===== src/rtl/dds_sweep_ctrl.sv =====
// Linear frequency sweep sequencer feeding K/P words to a DDS phase accumulator.
// Holds each frequency dwell+1 cycles; single-shot or continuous, abortable.
module dds_sweep_ctrl #(
   parameter int KW = 32,
   parameter int PW = 11,
   parameter int DW = 16
) (
   input  logic          clk,
   input  logic          rst_n,
   input  logic          start,
   input  logic          abort,
   input  logic          mode,
   input  logic [KW-1:0] f_start,
   input  logic [KW-1:0] f_stop,
   input  logic [KW-1:0] f_step,
   input  logic [DW-1:0] dwell,
   input  logic [PW-1:0] p_offset,
   output logic [KW-1:0] K,
   output logic [PW-1:0] P,
   output logic          busy,
   output logic          done,
   output logic          cfg_err
);

   typedef enum logic {
      S_IDLE,
      S_RUN
   } state_t;

   localparam logic [DW-1:0] CNT_ONE = DW'(1);

   state_t        state_q;
   logic [KW-1:0] k_q;
   logic [PW-1:0] p_q;
   logic          busy_q;
   logic          done_q;
   logic          cfg_err_q;
   logic [DW-1:0] cnt_q;
   logic [KW-1:0] f_start_q;
   logic [KW-1:0] f_stop_q;
   logic [KW-1:0] f_step_q;
   logic [DW-1:0] dwell_q;
   logic          mode_q;

   logic [KW:0]   nxt_d;
   logic          cfg_ok_d;
   logic          in_range_d;

   // Extra bit catches wrap past 2^KW so it never becomes a sweep point
   assign nxt_d      = {1'b0, k_q} + {1'b0, f_step_q};
   assign in_range_d = !nxt_d[KW] && (nxt_d[KW-1:0] <= f_stop_q);
   assign cfg_ok_d   = (f_step != '0) && (f_start <= f_stop);

   always_ff @(posedge clk or negedge rst_n) begin
      if (!rst_n) begin
         state_q   <= S_IDLE;
         k_q       <= '0;
         p_q       <= '0;
         busy_q    <= 1'b0;
         done_q    <= 1'b0;
         cfg_err_q <= 1'b0;
         cnt_q     <= '0;
         f_start_q <= '0;
         f_stop_q  <= '0;
         f_step_q  <= '0;
         dwell_q   <= '0;
         mode_q    <= 1'b0;
      end else begin
         done_q    <= 1'b0;
         cfg_err_q <= 1'b0;
         unique case (state_q)
            S_IDLE: begin
               if (start && !abort) begin
                  if (cfg_ok_d) begin
                     f_start_q <= f_start;
                     f_stop_q  <= f_stop;
                     f_step_q  <= f_step;
                     dwell_q   <= dwell;
                     mode_q    <= mode;
                     k_q       <= f_start;
                     p_q       <= p_offset;
                     cnt_q     <= dwell;
                     busy_q    <= 1'b1;
                     state_q   <= S_RUN;
                  end else begin
                     cfg_err_q <= 1'b1;
                  end
               end
            end
            S_RUN: begin
               if (abort) begin
                  k_q     <= '0;
                  busy_q  <= 1'b0;
                  state_q <= S_IDLE;
               end else if (cnt_q != '0) begin
                  cnt_q <= cnt_q - CNT_ONE;
               end else if (in_range_d) begin
                  k_q   <= nxt_d[KW-1:0];
                  cnt_q <= dwell_q;
               end else if (mode_q) begin
                  k_q   <= f_start_q;
                  cnt_q <= dwell_q;
               end else begin
                  k_q     <= '0;
                  busy_q  <= 1'b0;
                  done_q  <= 1'b1;
                  state_q <= S_IDLE;
               end
            end
            default: state_q <= S_IDLE;
         endcase
      end
   end

   assign K       = k_q;
   assign P       = p_q;
   assign busy    = busy_q;
   assign done    = done_q;
   assign cfg_err = cfg_err_q;

endmodule

===== config.mk =====
export PLATFORM = sky130hd
export DESIGN_NAME = dds_sweep_ctrl
export DESIGN_NICKNAME = d
export VERILOG_FILES = /design/src/rtl/dds_sweep_ctrl.sv
export SDC_FILE = /design/constraint.sdc
export NUM_CORES = 1
export LEC_CHECK = 0
export ABC_CLOCK_PERIOD_IN_PS = 5400
export CORE_ASPECT_RATIO = 0.9
export CORE_MARGIN = 2
export CORE_UTILIZATION = 55
export DETAILED_ROUTE_END_ITERATION = 10
export GPL_TIMING_DRIVEN = 0
export PLACE_DENSITY = 0.91
export SLEW_MARGIN = 0
export SYNTH_ARGS = -nofsm -noshare
export SYNTH_HDL_FRONTEND = slang
export SYNTH_SLANG_ARGS = --single-unit

===== constraint.sdc =====
create_clock -name clk -period 5.4 [get_ports clk]
set_input_delay 1.08 -clock clk [delete_from_list [all_inputs] [get_ports clk]]
set_output_delay 1.08 -clock clk [all_outputs]
set_load 0.02 [all_outputs]

==> impl_metrics.yaml <==
pwr:
  power_density_nw_per_um2: 765
  p_leak_nw: 6.23
  switching_power_mw: 5.23
  p_total_mw: 10.8
  seq_power_share: 0.229
  swShare: 0.482
  p_int_mw: 5.61
  power_frac_comb: 0.648
  ir_drop_uv: 413
  p_clk_frac: 0.122
timing:
  setup_viol_count_final: 0
  finalSetupTns_ns: 0
  max_freq_mhz: 187
  skew_ns: 0.00821
  slew_headroom: 0.425
  period_needed_ns: 5.33
  hold_viol: 0
  fin_crit_sh: 0.988
  rsz0062_at_grt: "yes"
  final_max_slew_viol_count: 0
  worstMarginPinSlew_ns: 0.841
synth:
  synthAdderAreaFrac: 0.110
  yosysWarnings: 0
  synthSimpleGateAreaFrac: 0.145
  seq_area_frac_synth: 0.388
  synth_cells: 1201
  synth_cell_types: 72
  syn_avg_cell_area_um2: 9.45
  async_reset_ff_frac: 1.00
  synth_edf_count: 0
  ys_seq_elements: 176
  synth_xor_area_frac: 0.0247
  synth_area_um2: 11400
  synth_compound_area_frac: 0.159
  muxShareOfSynthArea: 0.120
  syn-num-nets: 1428
  synth_top_family_by_area: "compound AO/OA/AOI/OAI gates"
  ys.flop_type: "dfrtp_1"
critical_path:
  rr_startpoint: "K[0]"
  rr_endpoint: "busy"
  arrival_ns: 5.66
  cp.buffers_inverters: 2
  cp-start-kind: "register"
  crit_required_ns: 5.72
  slowest_delay_ns: 0.57
  crit_fanout: 10
  reg2reg_depth: 22
  path_class: "reg -> reg"
  crit_chain: "ha_1, inv_1, fa_1, nand2b_1, a21oi_2, o2111ai_1, nand2_1, a2bb2oi_4, o21bai_1, a41o_1, a21oi_2, ha_1, nand4_1, or4_4, nand2b_1, a31oi_2, nor3_2, o21ai_2, buf_2, nor2b_1, o21ai_0, o21a_1"
  crit_slowest_cell: "or4_4"
  ff2ff_setup_slack_ns: 0.07
  end_kind: "register"
  cp_top_family: "compound AO/OA/AOI/OAI gates"
die:
  start_util: 0.565
  row_count: 49
  die-width_um: 155
  core-area_um2: 20100
  die_h_um: 140
  pin_count: 174
  dieArea_um2: 21800
clock_tree:
  cts_tree: "yes"
  cts_root_buf: "clkbuf_16"
  path_clk_slew_ns: 0.07
  clkLatencyLatePin_ns: 0.44
  clock_sinks: 176
  cts.htree.levels: 4
  cts_buffers: 17
  cts_buffer_depth: 2
final_layout:
  postLayoutCoreUtil: 0.705
  mostFrequentLayoutCells: "176 x dfrtp_1, 172 x clkdlybuf4s50_1, 100 x nand2_1"
  areaGrowthSynthToFinish_pct: 24.9
  fin_cells: 1663
  drive_gt1_frac: 0.114
  antenna-diode-count: 0
  layout_commonest_cell: "dfrtp_1"
  nNetsFinal: 1622
worst_hold_path:
  hold_depth: 1
  worstHoldStart: "f_start_q[2]"
  hold_path.class: "reg -> reg"
  min_to: "f_start_q[2]"
placed_design:
  io_buffers: 173
  dp.cells: 1630
  gp_congestion: 0.982
  dp_hpwl_um: 25700
global_routing:
  grt.overflow.total: 0
  grt_max_degree: 96
  grt_use_total: 0.313
  grt_pass1_wl_um: 53400
  grt_pass1_vias: 10100
  antenna_found_initial: 1
detailed_routing:
  dr.pass1.iters: 6
  routed_wl_um: 34200
  viasPerCell: 6.23
  ant_nets: 0
  num_vias: 10400
  drc: 0
  post_drt_wl_per_cell_um: 20.5
  drt_iter0_markers: 947
outcome:
  status: "finished clean"
run:
  cap_violations: 0
## Yosys cell counts (3+ instances only)
cell       number  area, um^2
buf_2          16        80.1
o22ai_1         3        18.8
a21o_1         22         165
nor3b_1         7        52.6
o211ai_1       13        97.6
xnor2_1        18         158
o21ai_0        70         350
nand2b_1       20         125
and3_1         22         138
nor2_1         73         274
nor3_1          8        40.0
ha_1           98        1230
inv_1          92         345
o2111ai_1       5        43.8
o31ai_1         4        30.0
nand2_1       100         375
nand3b_1        4        30.0
buf_4           9        67.6
mux2_2         69         777
a221o_1         3        30.0
nand4_1        27         169
xor2_1         14         123
a21oi_1       100         500
mux2_1         17         191
nand3_1        27         135
a31oi_1        14        87.6
a221oi_1        7        61.3
mux2i_1        39         390
and2_1          5        31.3
nor2b_1         6        37.5
dfrtp_1       176        4400
clkbuf_1       26        97.6
o21ai_1        17        85.1
nor4_1         11        68.8
a211oi_1        8        60.1
a41oi_1         4        35.0
## final cells by class
class | instances | area, um^2
flip-flops and latches | 176 | 4400
well taps | 255 | 319
plain buffers | 54 | 279
clock buffers | 18 | 429
fillers | 1407 | 5940
clock inverters | 14 | 189
repair buffers | 175 | 1770
inverters | 92 | 345
multi-input cells | 879 | 6440
## kinds of logic after synthesis
| kind of cell | count (synthesis) |
|---|---|
| buf+inv | 146 |
| compound gates | 296 |
| simple gates | 327 |
| mux | 125 |
| fa+ha+maj | 99 |
| flops | 176 |
| xor+xnor | 32 |
## power groups by stage
stage / registers, mW / logic (mW) / clock network, mW
after floorplan: 2.53 / 4.44 / 0
after global placement: 2.45 / 6.30 / 0
after detailed placement: 2.49 / 6.55 / 0
after CTS: 2.47 / 6.74 / 1.33
after global routing: 2.55 / 7.65 / 1.39
final: 2.49 / 7.03 / 1.33
## through the flow
step,hold WS [ns],cell area [um^2],setup WS [ns]
floorplan,0.450,11400,0.753
global placement,0.459,13400,-4.01
global route,0.502,14200,-0.0571
CTS,0.485,14100,0.0276
detailed placement,0.469,13400,-0.417
finish,0.486,14200,0.0656
## worst max path at each step
stage | startpoint | endpoint | slack, ns | cells after the start
after floorplan | K[0] | K[30] | 0.75 | 22
after global placement | rst_n | P[4] | -4.01 | 1
after detailed placement | K[4] | K[26] | -0.42 | 19
after CTS | K[0] | K[15] | 0.03 | 22
after global routing | K[0] | cnt_q[6] | -0.06 | 22
final | K[0] | busy | 0.07 | 22
## state kept, by name, indices dropped and copies added (netlist names)
name       count
K             32
P             11
busy           1
cfg_err        1
cnt_q         16
done           1
dwell_q       16
f_start_q     32
f_step_q      32
f_stop_q      32
mode_q         1
state_q        1
## what timing repair did
| item | CTS | global route |
|---|---|---|
| endpoints found under the setup margin | 51 | 49 |
| hold buffers | 0 | 0 |
| buffers inserted | 0 | 1 |
| endpoints found under the hold margin | 0 | 0 |
| pin swaps | 0 | 2 |
| gates resized for setup | 11 | 17 |
## routing by layer
layer,wire length (um),track usage,vias up
met5,0,0,-
met4,1140,0.108,0
met3,3440,0.0687,93
met2,15800,0.500,583
met1,13800,0.423,4990
li1,-,-,4702
No activity file was read; power rests on OpenSTA's default activity.
